<file path="src/rtl/elevator_call_scheduler.sv">
// Elevator call scheduler: latches floor calls, sweeps the car in one
// direction while requests remain ahead, then holds the door for DWELL cycles.
module elevator_call_scheduler #(
  parameter int DWELL = 4
) (
  input  logic       clk,
  input  logic       rst,
  input  logic [7:0] call_btn,
  input  logic [2:0] cur_floor,
  output logic [2:0] target_floor,
  output logic [7:0] pending,
  output logic       door_open,
  output logic       dir_up,
  output logic       served
);

  localparam logic [1:0] IDLE      = 2'd0;
  localparam logic [1:0] MOVE_UP   = 2'd1;
  localparam logic [1:0] MOVE_DOWN = 2'd2;
  localparam logic [1:0] DOOR      = 2'd3;

  logic [1:0] state_q, state_d;
  logic [7:0] pending_q, pending_d;
  logic [2:0] target_q, target_d;
  logic [3:0] cnt_q, cnt_d;
  logic       dir_q, dir_d;
  logic       door_q, door_d;
  logic       served_q, served_d;

  logic [7:0] mask_above, mask_below;
  logic       up_any, dn_any, here, clr;

  // Nearest pending floor strictly above f (f itself if none).
  function automatic logic [2:0] low_above(input logic [7:0] p, input logic [2:0] f);
    logic [2:0] r;
    r = f;
    for (int i = 7; i >= 0; i--)
      if (p[i] && (3'(i) > f)) r = 3'(i);
    return r;
  endfunction

  // Nearest pending floor strictly below f (f itself if none).
  function automatic logic [2:0] high_below(input logic [7:0] p, input logic [2:0] f);
    logic [2:0] r;
    r = f;
    for (int i = 0; i < 8; i++)
      if (p[i] && (3'(i) < f)) r = 3'(i);
    return r;
  endfunction

  // Next-state, request bookkeeping and registered output values.
  always_comb begin
    mask_above = 8'hFE << cur_floor;
    mask_below = ~(8'hFF << cur_floor);
    up_any     = |(pending_q & mask_above);
    dn_any     = |(pending_q & mask_below);
    here       = pending_q[cur_floor];

    state_d   = state_q;
    pending_d = pending_q | call_btn;
    cnt_d     = cnt_q;
    dir_d     = dir_q;
    served_d  = 1'b0;
    clr       = 1'b0;

    case (state_q)
      IDLE: begin
        if (here) clr = 1'b1;
        else if (up_any) begin
          state_d = MOVE_UP;
          dir_d   = 1'b1;
        end else if (dn_any) begin
          state_d = MOVE_DOWN;
          dir_d   = 1'b0;
        end
      end
      MOVE_UP: begin
        if (here) clr = 1'b1;
        else if (!up_any) state_d = IDLE;
      end
      MOVE_DOWN: begin
        if (here) clr = 1'b1;
        else if (!dn_any) state_d = IDLE;
      end
      default: begin
        // A press at the open floor only extends the dwell; it is not a new call.
        pending_d[cur_floor] = pending_q[cur_floor];
        if (call_btn[cur_floor]) cnt_d = 4'(DWELL);
        else if (cnt_q > 4'd1) cnt_d = cnt_q - 4'd1;
        else begin
          cnt_d = 4'd0;
          if (dir_q ? up_any : dn_any)
            state_d = dir_q ? MOVE_UP : MOVE_DOWN;
          else if (dir_q ? dn_any : up_any) begin
            state_d = dir_q ? MOVE_DOWN : MOVE_UP;
            dir_d   = ~dir_q;
          end else state_d = IDLE;
        end
      end
    endcase

    // Serving a floor overrides any same-cycle press of that floor's button.
    if (clr) begin
      pending_d[cur_floor] = 1'b0;
      served_d             = 1'b1;
      cnt_d                = 4'(DWELL);
      state_d              = DOOR;
    end

    case (state_d)
      MOVE_UP:   target_d = low_above(pending_d, cur_floor);
      MOVE_DOWN: target_d = high_below(pending_d, cur_floor);
      default:   target_d = cur_floor;
    endcase
    door_d = (state_d == DOOR);
  end

  // State and output registers, cleared asynchronously.
  always_ff @(posedge clk or negedge rst) begin
    if (!rst) begin
      state_q   <= IDLE;
      pending_q <= 8'h00;
      target_q  <= 3'd0;
      cnt_q     <= 4'd0;
      dir_q     <= 1'b1;
      door_q    <= 1'b0;
      served_q  <= 1'b0;
    end else begin
      state_q   <= state_d;
      pending_q <= pending_d;
      target_q  <= target_d;
      cnt_q     <= cnt_d;
      dir_q     <= dir_d;
      door_q    <= door_d;
      served_q  <= served_d;
    end
  end

  assign target_floor = target_q;
  assign pending      = pending_q;
  assign door_open    = door_q;
  assign dir_up       = dir_q;
  assign served       = served_q;

endmodule

</file>
<file path="config.mk">
export PLATFORM = sky130hd
export DESIGN_NAME = elevator_call_scheduler
export DESIGN_NICKNAME = d
export VERILOG_FILES = /design/src/rtl/elevator_call_scheduler.sv
export SDC_FILE = /design/constraint.sdc
export NUM_CORES = 1
export LEC_CHECK = 0
export ABC_AREA = 0
export CORE_MARGIN = 3
export CORE_UTILIZATION = 54
export CTS_CLUSTER_DIAMETER = 100
export CTS_CLUSTER_SIZE = 30
export DETAILED_ROUTE_END_ITERATION = 7
export GPL_ROUTABILITY_DRIVEN = 1
export PLACE_DENSITY = 0.78
export SLEW_MARGIN = 10
export SYNTH_ARGS = -nofsm -noshare
export SYNTH_HDL_FRONTEND = slang
export SYNTH_SLANG_ARGS = --single-unit
export TNS_END_PERCENT = 100
</file>
<file path="constraint.sdc">
create_clock -name clk -period 3.1 [get_ports clk]
set_clock_uncertainty 0.15 [all_clocks]
set_input_delay 0.62 -clock clk [delete_from_list [all_inputs] [get_ports clk]]
set_output_delay 0.62 -clock clk [all_outputs]
set_load 0.01 [all_outputs]
</file>
==> results.json, run 1 <==
{
  "status": "complete, no violations",
  "worst_slew_pin_slew_ns": 0.923,
  "clk_path_buf_depth": 2,
  "max-cap-violations": 0,
  "report.final.hold_viol_count": 0,
  "grt_max_degree": 21,
  "synth.distinct_cells": 60,
  "rows": 20,
  "critical_path.slowest_cell": "or3b_1",
  "ios": 27,
  "synth-edff-count": 0,
  "grt_use_total_pct": 28.6,
  "die_w_um": 63.5,
  "ys_warn_count": 0,
  "top_layer": "met4",
  "clk_pin_slew_ns": 0.12,
  "cts_max_level": 1,
  "start_util_pct": 57.5,
  "stdcell_count": 302,
  "place_congestion": 0.956,
  "combPwrFrac_pct": 55.7,
  "dieArea_um2": 4030,
  "synthFlopType": "dfrtp_1",
  "syn-instance-count": 203,
  "slew_violations": 0,
  "antenna_found_initial": 0,
  "layout-drive-gt1-share_pct": 26.4,
  "synthArstFlopShare_pct": 100,
  "dp_hpwl_um": 4010,
  "period_minus_slack_ns": 3.01,
  "cts_buffers": 3,
  "portBuffers": 26,
  "seq_area_frac_synth_pct": 28.1,
  "worstHoldPathType": "flop to flop",
  "syn-cell-area_um2": 1790,
  "drt_wl_total_um": 5450,
  "clkPwrFrac_pct": 15.3,
  "fmax_ghz": 0.332,
  "wl_met3_um": 525,
  "grt_pass1_vias": 1920,
  "fp.coreArea_um2": 3100,
  "crit_chain": "dlygate4sd2_1 > or3b_1 > a31oi_1 > o221ai_2 > a211o_1 > a32o_2 > ha_2 > o21a_1 > o21ai_0 > nand2_1 > mux2_2",
  "drt-pass1-iter-count": 4,
  "ctsHoldBuffers": 0,
  "synth_top_area_share_pct": 26.6,
  "diodes": 0,
  "ys_ff_latch": 20,
  "crit_family": "compound AO/OA/AOI/OAI gates",
  "leakage_nw": 0.995,
  "path_buf_inv": 1,
  "syn_avg_cell_area_um2": 8.80,
  "viasPerCell": 6.29,
  "switchingPower_mw": 0.549,
  "critPathLaunchType": "input port",
  "grt_first_pass_wirelength_um": 9160,
  "yosys-top-cells-area": "dfrtp_1 (27%), ha_1 (6.3%), nor2_1 (4.4%)",
  "synth_top_area_cell": "dfrtp_1",
  "vias": 1900,
  "met1Wirelength_um": 2220,
  "die_h_um": 63.5,
  "r2r_slack_ns": 0.20,
  "critPathMaxStageDelay_ns": 0.38,
  "fin_crit_sh_pct": 97.1,
  "power.density_nw_per_um2": 594,
  "clock_latency_ns": 0.31,
  "vdd_drop_max_mv": 0.601,
  "seqPwrFrac_pct": 29.0,
  "slew_headroom_pct": 38.3,
  "wl_per_cell_um": 18.0,
  "dp_cells": 296,
  "crit_required_ns": 3.16,
  "crit_type": "input port to flop",
  "synth_nets": 225,
  "ant_nets": 0,
  "cts_sinks": 20,
  "drcViolationCount": 0,
  "cts.root.buffer_cell": "clkbuf_4",
  "tritoncts": "done",
  "crit_fanout": 6,
  "internal-power_mw": 0.882,
  "drt_iter0_drc": 158,
  "routed-wl-met2_um": 2620,
  "crit_path_end_kind": "flop",
  "grt_remaining_overflow": 0,
  "post_dp_cell_area_um2": 2290,
  "fin_area_um2": 2410,
  "switching_share_pct": 38.4,
  "worstPathArrival_ns": 3.07,
  "setup_viol": 0,
  "final_net_count": 281,
  "syn_to_final_growth_pct": 34.9
}
-- repair_timing --
action,CTS,global route
setup endpoints to repair,3,3
setup buffers,0,2
pin swaps,2,6
gates resized for setup,10,10
-- synthesized netlist by cell type, types with 2 or more instances --
| cell | number |
|---|---|
| nand2b_1 | 3 |
| mux2i_1 | 4 |
| nand4_1 | 2 |
| o22a_1 | 2 |
| a32oi_1 | 4 |
| a32o_1 | 2 |
| mux4_2 | 2 |
| clkbuf_1 | 6 |
| nor4_1 | 3 |
| nand3_1 | 3 |
| a21oi_1 | 10 |
| nand2_1 | 14 |
| nor2_1 | 21 |
| dfrtp_1 | 19 |
| nor3_1 | 5 |
| o21bai_1 | 2 |
| o21a_1 | 3 |
| buf_2 | 2 |
| nor2b_1 | 5 |
| inv_1 | 9 |
| mux2_4 | 2 |
| a21o_1 | 2 |
| o21ai_1 | 11 |
| o211ai_1 | 2 |
| buf_6 | 2 |
| o31ai_1 | 2 |
| a31oi_1 | 3 |
| o2bb2ai_1 | 2 |
| mux2_2 | 2 |
| buf_4 | 3 |
| o22ai_1 | 5 |
| o21ai_0 | 10 |
| ha_1 | 9 |
-- registers in the layout (all words and copies together), names as in the netlist --
signal / cells
cnt_q: 4
dir_up: 1
door_open: 1
pending: 8
served: 1
state_q: 2
target_floor: 3
-- cell families (layout without fill, tap and decap cells) --
kind of cell / Yosys count / after routing / share of synthesized area [%]
mux: 11 / 11 / 8.97
compound gates: 74 / 74 / 30.6
xor+xnor: 1 / 1 / 0.491
fa+ha+maj: 10 / 10 / 6.94
simple gates: 65 / 65 / 18.7
buf+inv: 22 / 77 / 6.24
flops: 20 / 20 / 28.1
-- metrics by stage --
stage / util, % / setup TNS (ns) / power (mW) / setup WS [ns] / hold WS [ns]
3_5_place_dp: 73.9 / -1.70 / 1.14 / -0.549 / 0.388
3_3_place_gp: 73.9 / -1.27 / 1.11 / -0.444 / 0.364
4_1_cts: 76.5 / -0.0136 / 1.39 / -0.0136 / 0.411
5_1_grt: 77.6 / -0.00857 / 1.54 / -0.00857 / 0.441
2_1_floorplan: - / 0 / 0.836 / 0.00474 / 0.174
6_report: 77.6 / 0 / 1.43 / 0.0884 / 0.418
-- layout by cell type, fill, tap and decap left out, types with 3 or more instances in the layout --
cell	count
o21ai_0	9
nor4_1	3
ha_1	7
nand2_1	14
mux2i_1	3
clkdlybuf4s50_1	21
nand2b_1	3
a32oi_1	3
nand3_1	3
buf_4	36
nor2_1	21
nor2b_1	5
a21oi_1	9
nor3_1	5
o22ai_1	4
clkbuf_4	3
dfrtp_1	19
inv_1	9
o21ai_1	12
o21a_1	3
a31oi_1	3
-- layer usage --
metal,up-vias,global-route usage (%)
met1,903,36.9
met4,0,5.93
li1,880,-
met5,-,0
met3,15,7.66
met2,102,47.8
-- worst paths after layout --
path	cells past startpoint	endpoint	startpoint
max in group asynchronous	1	state_q[0]$_DFF_PN0_	rst
worst max register to register	10	target_floor[1]$_DFF_PN0_	pending[7]$_DFF_PN0_
worst max-delay path	11	target_floor[1]$_DFF_PN0_	cur_floor[0]
worst min register to register	1	cnt_q[0]$_DFFE_PN0P_	cnt_q[0]$_DFFE_PN0P_
worst min-delay path	1	cnt_q[0]$_DFFE_PN0P_	cnt_q[0]$_DFFE_PN0P_
min in group asynchronous	1	served$_DFF_PN0_	rst
-- cell type report --
class	count	area [um^2]
Multi-Input combinational cell	161	1220
Fill cell	207	694
Timing Repair Buffer	64	547
Sequential cell	20	502
Tap cell	44	55.1
Inverter	9	33.8
Clock inverter	1	30.0
Clock buffer	3	22.5
-- power groups by stage --
stage          Clock (mW)  Combinational, mW  Sequential [mW]
2_1_floorplan           0              0.423            0.413
3_3_place_gp            0              0.703            0.410
3_5_place_dp            0              0.727            0.416
4_1_cts             0.222              0.760            0.412
5_1_grt             0.239              0.870            0.426
6_report            0.219              0.797            0.415
(Power assumes the default switching activity.)
==> inputs of run 2 (changes only) <==
--- a/config.mk
+++ b/config.mk
@@ -8,6 +8,7 @@
 export ABC_AREA = 0
 export CORE_MARGIN = 3
 export CORE_UTILIZATION = 54
+export CTS_BUF_LIST = sky130_fd_sc_hd__clkbuf_4 sky130_fd_sc_hd__clkbuf_8 sky130_fd_sc_hd__clkbuf_16
 export CTS_CLUSTER_DIAMETER = 100
 export CTS_CLUSTER_SIZE = 30
 export DETAILED_ROUTE_END_ITERATION = 7
@@ -17,4 +18,4 @@
 export SYNTH_ARGS = -nofsm -noshare
 export SYNTH_HDL_FRONTEND = slang
 export SYNTH_SLANG_ARGS = --single-unit
-export TNS_END_PERCENT = 100
+export TNS_END_PERCENT = 1
==> results of run 2 <==
Same layout as run 1: the final DEF is identical, and so are final timing and power.
